### src/rtl/mem_arbiter_pkg.sv
// Shared widths, FSM state encodings and last-served encoding for mem_arbiter.
package mem_arbiter_pkg;
  localparam int MemAddrBus = 32;
  localparam int RegBus     = 32;

  typedef enum logic [1:0] {
    IDLE    = 2'd0,
    SERVE_I = 2'd1,
    SERVE_D = 2'd2
  } state_t;

  typedef enum logic {
    LAST_I = 1'b0,
    LAST_D = 1'b1
  } last_t;
endpackage

### src/rtl/mem_arbiter.sv
// Two-requester (fetch / data) single-port memory arbiter with registered command.
// MEM_ARB_RR_EN: round-robin tie-break instead of fixed data-over-fetch priority.
module mem_arbiter
  import mem_arbiter_pkg::*;
(
  input  logic                  clk,
  input  logic                  rst,
  input  logic                  i_re,
  input  logic [MemAddrBus-1:0] i_addr,
  output logic [RegBus-1:0]     i_rdata,
  output logic                  i_busy,
  output logic                  i_done,
  input  logic                  d_re,
  input  logic                  d_we,
  input  logic [MemAddrBus-1:0] d_addr,
  input  logic [RegBus-1:0]     d_wdata,
  input  logic [3:0]            d_sel,
  output logic [RegBus-1:0]     d_rdata,
  output logic                  d_busy,
  output logic                  d_done,
  output logic                  ram_req,
  output logic                  ram_we,
  output logic [MemAddrBus-1:0] ram_addr,
  output logic [RegBus-1:0]     ram_wdata,
  output logic [3:0]            ram_sel,
  input  logic [RegBus-1:0]     ram_rdata,
  input  logic                  ram_done
);

  localparam logic [MemAddrBus-1:0] WordMask = {{(MemAddrBus-2){1'b1}}, 2'b00};

  state_t state, next_state;
  logic   ready;
  logic   d_req, fin, arb;
  logic   i_cand, d_cand, pick_d, grant_i, grant_d;

`ifdef MEM_ARB_RR_EN
  last_t  last;
`endif

  assign d_req = d_re | d_we;
  assign fin   = (state != IDLE) && ram_done;
  assign arb   = (state == IDLE) || ram_done;

  // Busy is combinational so it covers the very first request cycle.
  assign i_busy = rst & ~i_done & (i_re  | (state == SERVE_I));
  assign d_busy = rst & ~d_done & (d_req | (state == SERVE_D));

  always_ff @(posedge clk or negedge rst) begin
    if (!rst) state <= IDLE;
    else      state <= next_state;
  end

  // The requester being completed, or whose done is pulsing, is excluded so it
  // cannot be granted again on a request it still holds from the last transfer.
  always_comb begin
    next_state = state;
    grant_i    = 1'b0;
    grant_d    = 1'b0;
    i_cand     = ready & i_re  & ~i_done & (state != SERVE_I);
    d_cand     = ready & d_req & ~d_done & (state != SERVE_D);
`ifdef MEM_ARB_RR_EN
    pick_d     = d_cand & (~i_cand | (last == LAST_I));
`else
    pick_d     = d_cand;
`endif
    if (arb) begin
      if (pick_d) begin
        next_state = SERVE_D;
        grant_d    = 1'b1;
      end else if (i_cand) begin
        next_state = SERVE_I;
        grant_i    = 1'b1;
      end else begin
        next_state = IDLE;
      end
    end
  end

`ifdef MEM_ARB_RR_EN
  always_ff @(posedge clk or negedge rst) begin
    if (!rst)         last <= LAST_I;
    else if (grant_d) last <= LAST_D;
    else if (grant_i) last <= LAST_I;
  end
`endif

  // ready blocks arbitration on the first edge after reset release.
  always_ff @(posedge clk or negedge rst) begin
    if (!rst) begin
      ready     <= 1'b0;
      i_done    <= 1'b0;
      d_done    <= 1'b0;
      i_rdata   <= '0;
      d_rdata   <= '0;
      ram_req   <= 1'b0;
      ram_we    <= 1'b0;
      ram_addr  <= '0;
      ram_wdata <= '0;
      ram_sel   <= '0;
    end else begin
      ready  <= 1'b1;
      i_done <= fin && (state == SERVE_I);
      d_done <= fin && (state == SERVE_D);
      if (fin && (state == SERVE_I))            i_rdata <= ram_rdata;
      if (fin && (state == SERVE_D) && !ram_we) d_rdata <= ram_rdata;
      if (grant_d) begin
        ram_req   <= 1'b1;
        ram_we    <= d_we;
        ram_addr  <= d_addr;
        ram_wdata <= d_wdata;
        ram_sel   <= d_sel;
      end else if (grant_i) begin
        ram_req   <= 1'b1;
        ram_we    <= 1'b0;
        ram_addr  <= i_addr & WordMask;
        ram_wdata <= '0;
        ram_sel   <= 4'b1111;
      end else if (fin) begin
        ram_req   <= 1'b0;
        ram_we    <= 1'b0;
        ram_addr  <= '0;
        ram_wdata <= '0;
        ram_sel   <= '0;
      end
    end
  end

endmodule

### config.mk
export PLATFORM = sky130hd
export DESIGN_NAME = mem_arbiter
export DESIGN_NICKNAME = d
export VERILOG_FILES = /design/src/rtl/mem_arbiter_pkg.sv /design/src/rtl/mem_arbiter.sv
export SDC_FILE = /design/constraint.sdc
export NUM_CORES = 1
export LEC_CHECK = 0
export CORE_ASPECT_RATIO = 0.6
export CORE_UTILIZATION = 25
export DETAILED_ROUTE_END_ITERATION = 10
export GPL_TIMING_DRIVEN = 1
export PLACE_DENSITY = 0.56
export SLEW_MARGIN = 20
export SYNTH_ARGS = -nofsm -noshare
export SYNTH_HDL_FRONTEND = slang
export SYNTH_SLANG_ARGS = --single-unit
### constraint.sdc
create_clock -name clk -period 4.9 [get_ports clk]
set_clock_uncertainty 0.05 [all_clocks]
set_input_delay 1.47 -clock clk [delete_from_list [all_inputs] [get_ports clk]]
set_output_delay 1.47 -clock clk [all_outputs]
set_load 0.01 [all_outputs]
==> reports/qor.yml <==
run:
  drv_cap: 0
synth:
  ys_seq_elements: 139
  synth_top_area_share_pct: 61.8
  ys_warn_count: 0
  synth.avg_cell_area_um2: 12.7
  ys_seq_area_share_pct: 61.8
  syn_nets: 580
  synth_area_leader_cell: "dfrtp_1"
  synth_area_um2: 5630
  yosysUniqueCellTypes: 37
  synth_cells: 442
  synth_area_leaders: "dfrtp_1 (62%), mux2_2 (13%), a22o_1 (5.4%), a31oi_1 (3.3%), a21oi_1 (2.9%)"
cts:
  cts_setup_buffers: 0
  clkLatencyLatePin_ns: 0.42
  clkTransAtPathRegs_ns: 0.06
  htreeDepth: 4
  cts_root_buf: "clkbuf_16"
  cts_sinks: 139
  clock_path_buffers: 2
  postCtsResizedCells: 0
  cts_tree: "built"
  cts_hold_buf: 0
  cts_buffers: 17
die:
  dieArea_um2: 23100
  dieWidth_um: 196
  die_h_um: 118
  initial_core_util_pct: 25.5
  core-area_um2: 22100
  fp-row-count: 42
  io_pins: 276
timing:
  rsz0062_at_grt: "false"
  finalCriticalPeriod_ns: 4.41
  setup_tns_ns: 0
  tightest_slew_ns: 0.810
  finalHoldViolations: 0
  max_slew_margin_pct: 45.8
  drv_slew: 0
  max_freq_mhz: 227
  setup_viol: 0
  finalCritPeriodShare_pct: 89.9
placement:
  place.gp.congestion: 0.774
  io_buffers: 273
  dpl.hpwl_um: 12700
  place_inst: 979
finish:
  synthToLayoutAreaGrowth_pct: 66.7
  drive_gt1_share_pct: 15.9
  most-common-layout-cells: "clkdlybuf4s50_1 (272), dfrtp_1 (139), mux2_2 (63), nand2_1 (36), a22o_1 (35)"
  final_common_cell: "clkdlybuf4s50_1"
  fillers: 2018
  final_cells: 1011
  diodes: 0
  nets: 850
outcome:
  outcome: "complete, no violations"
drt:
  vias: 4728
  wl_per_cell_um: 17.8
  dr.pass1.iters: 4
  drt_iter0_drc: 202
  drt-total-wl_um: 18000
  ant_nets: 0
  vias_per_cell: 4.68
  drcViolationCount: 0
critical_path:
  critical_path_class: "in2out"
  crit_arrival_ns: 2.89
  crit_path_start_kind: "input port"
  critPathMaxFanout: 3
  cp_data_required_time_ns: 3.38
  end_kind: "output pin"
  reg2reg_depth: 5
pwr:
  ir_worst_vdd_mv: 0.347
  pwr_density_cell_nw_per_um2: 622
  p_leak_uw: 0.00385
global_routing:
  grt_max_degree: 54
  grt_antenna_before_repair: 0
  grt_pass1_vias: 4993
  grt_pass1_wl_um: 28700
  grt_use_total_pct: 16.1
  overflow: 0
worst_hold_path:
  hold_depth: 1
  min_path_type: "reg2reg"
[cells in the mapped netlist]
cell,number
a21o_1,1
a211oi_2,1
o2bb2ai_1,3
o31ai_1,1
a311oi_2,1
dfrtp_1,139
nor2_1,6
a2111o_1,1
nand3b_4,1
nand4b_1,1
a31oi_1,30
buf_2,19
a22o_1,35
nand2b_1,2
or4_1,1
inv_2,1
o21ai_1,26
o211ai_2,1
a21oi_1,33
conb_1,1
nor3_1,4
a22oi_1,1
and2_1,1
o21ai_0,7
buf_4,2
nor3_2,1
or2_1,2
mux2_2,63
nor3b_1,1
nand2_1,36
inv_1,3
buf_6,3
a2111oi_4,1
mux2_1,1
o211a_1,1
nor2b_1,1
clkbuf_1,10
[routing by layer]
metal / up-vias / GRT usage, % / part of all wire (%)
met5: - / 0 / 0
met1: 2376 / 20.7 / 45
li1: 2161 / - / -
met2: 170 / 24.8 / 46
met4: 0 / 4.93 / 1.4
met3: 21 / 6.31 / 7.8
[flip-flops by register name, indices dropped and copies added (netlist names)]
name,cells
ram_sel,4
i_rdata,32
ram_addr,32
i_done,1
ready,1
state,2
ram_wdata,32
d_rdata,32
d_done,1
ram_req,1
ram_we,1
[area by class of cell]
cell class | instances | area [µm²] | area share (%)
inverters | 4 | 15.0 | 0.160
flip-flops and latches | 139 | 3480 | 37.1
multi-input cells | 265 | 1980 | 21.1
clock inverters | 9 | 206 | 2.20
well taps | 286 | 358 | 3.81
repair buffers | 285 | 2850 | 30.4
clock buffers | 23 | 498 | 5.31
[logic make-up (layout without fill, tap and decap cells)]
| family | count (synthesis) | count (layout) | share of synthesized area (%) |
|---|---|---|---|
| AO/OA/AOI/OAI | 143 | 143 | 17.1 |
| flip-flops | 139 | 139 | 61.8 |
| multiplexers | 64 | 64 | 12.8 |
| AND/OR/NAND/NOR | 57 | 57 | 4.78 |
| buffers and inverters | 38 | 321 | 3.49 |
| other | 1 | 1 | 0.0666 |
[critical path, stage by stage]
cell             delay, ns
clkdlybuf4s50_1       0.54
nor2_1                0.07
nor3b_1               0.21
clkdlybuf4s50_1       0.59
[final timing paths]
kind	start	to	slack [ns]
min in group asynchronous	rst	i_done$_DFF_PN0_	1.06
setup reg to reg	d_done$_DFF_PN0_	ram_wdata[15]$_DFFE_PN0P_	2.28
hold / removal	ram_sel[2]$_DFFE_PN0P_	ram_sel[2]$_DFFE_PN0P_	0.44
hold reg to reg	ram_sel[2]$_DFFE_PN0P_	ram_sel[2]$_DFFE_PN0P_	0.44
setup / recovery	i_re	i_busy	0.49
max in group asynchronous	rst	ram_addr[10]$_DFFE_PN0P_	2.55
[where the power goes]
part           switching (µW)  internal, µW
sequential                295          1650
clock                     505          1030
combinational             985          1370
total                    1780          4050
[per-stage QoR]
stage                     util (%)  total power [µW]  setup slack, ns  instance area (µm²)  hold slack [ns]
after CTS                     42.5              5920            0.472                 9390            0.447
after global routing          42.5              6170            0.403                 9390            0.461
after global placement        39.3              4290            0.493                 8680            0.423
after detailed placement      39.3              4340            0.472                 8680            0.428
after floorplan                  -              2920             1.43                 5630            0.472
final                         42.5              5840            0.495                 9390            0.439
(Power assumes the default switching activity.)
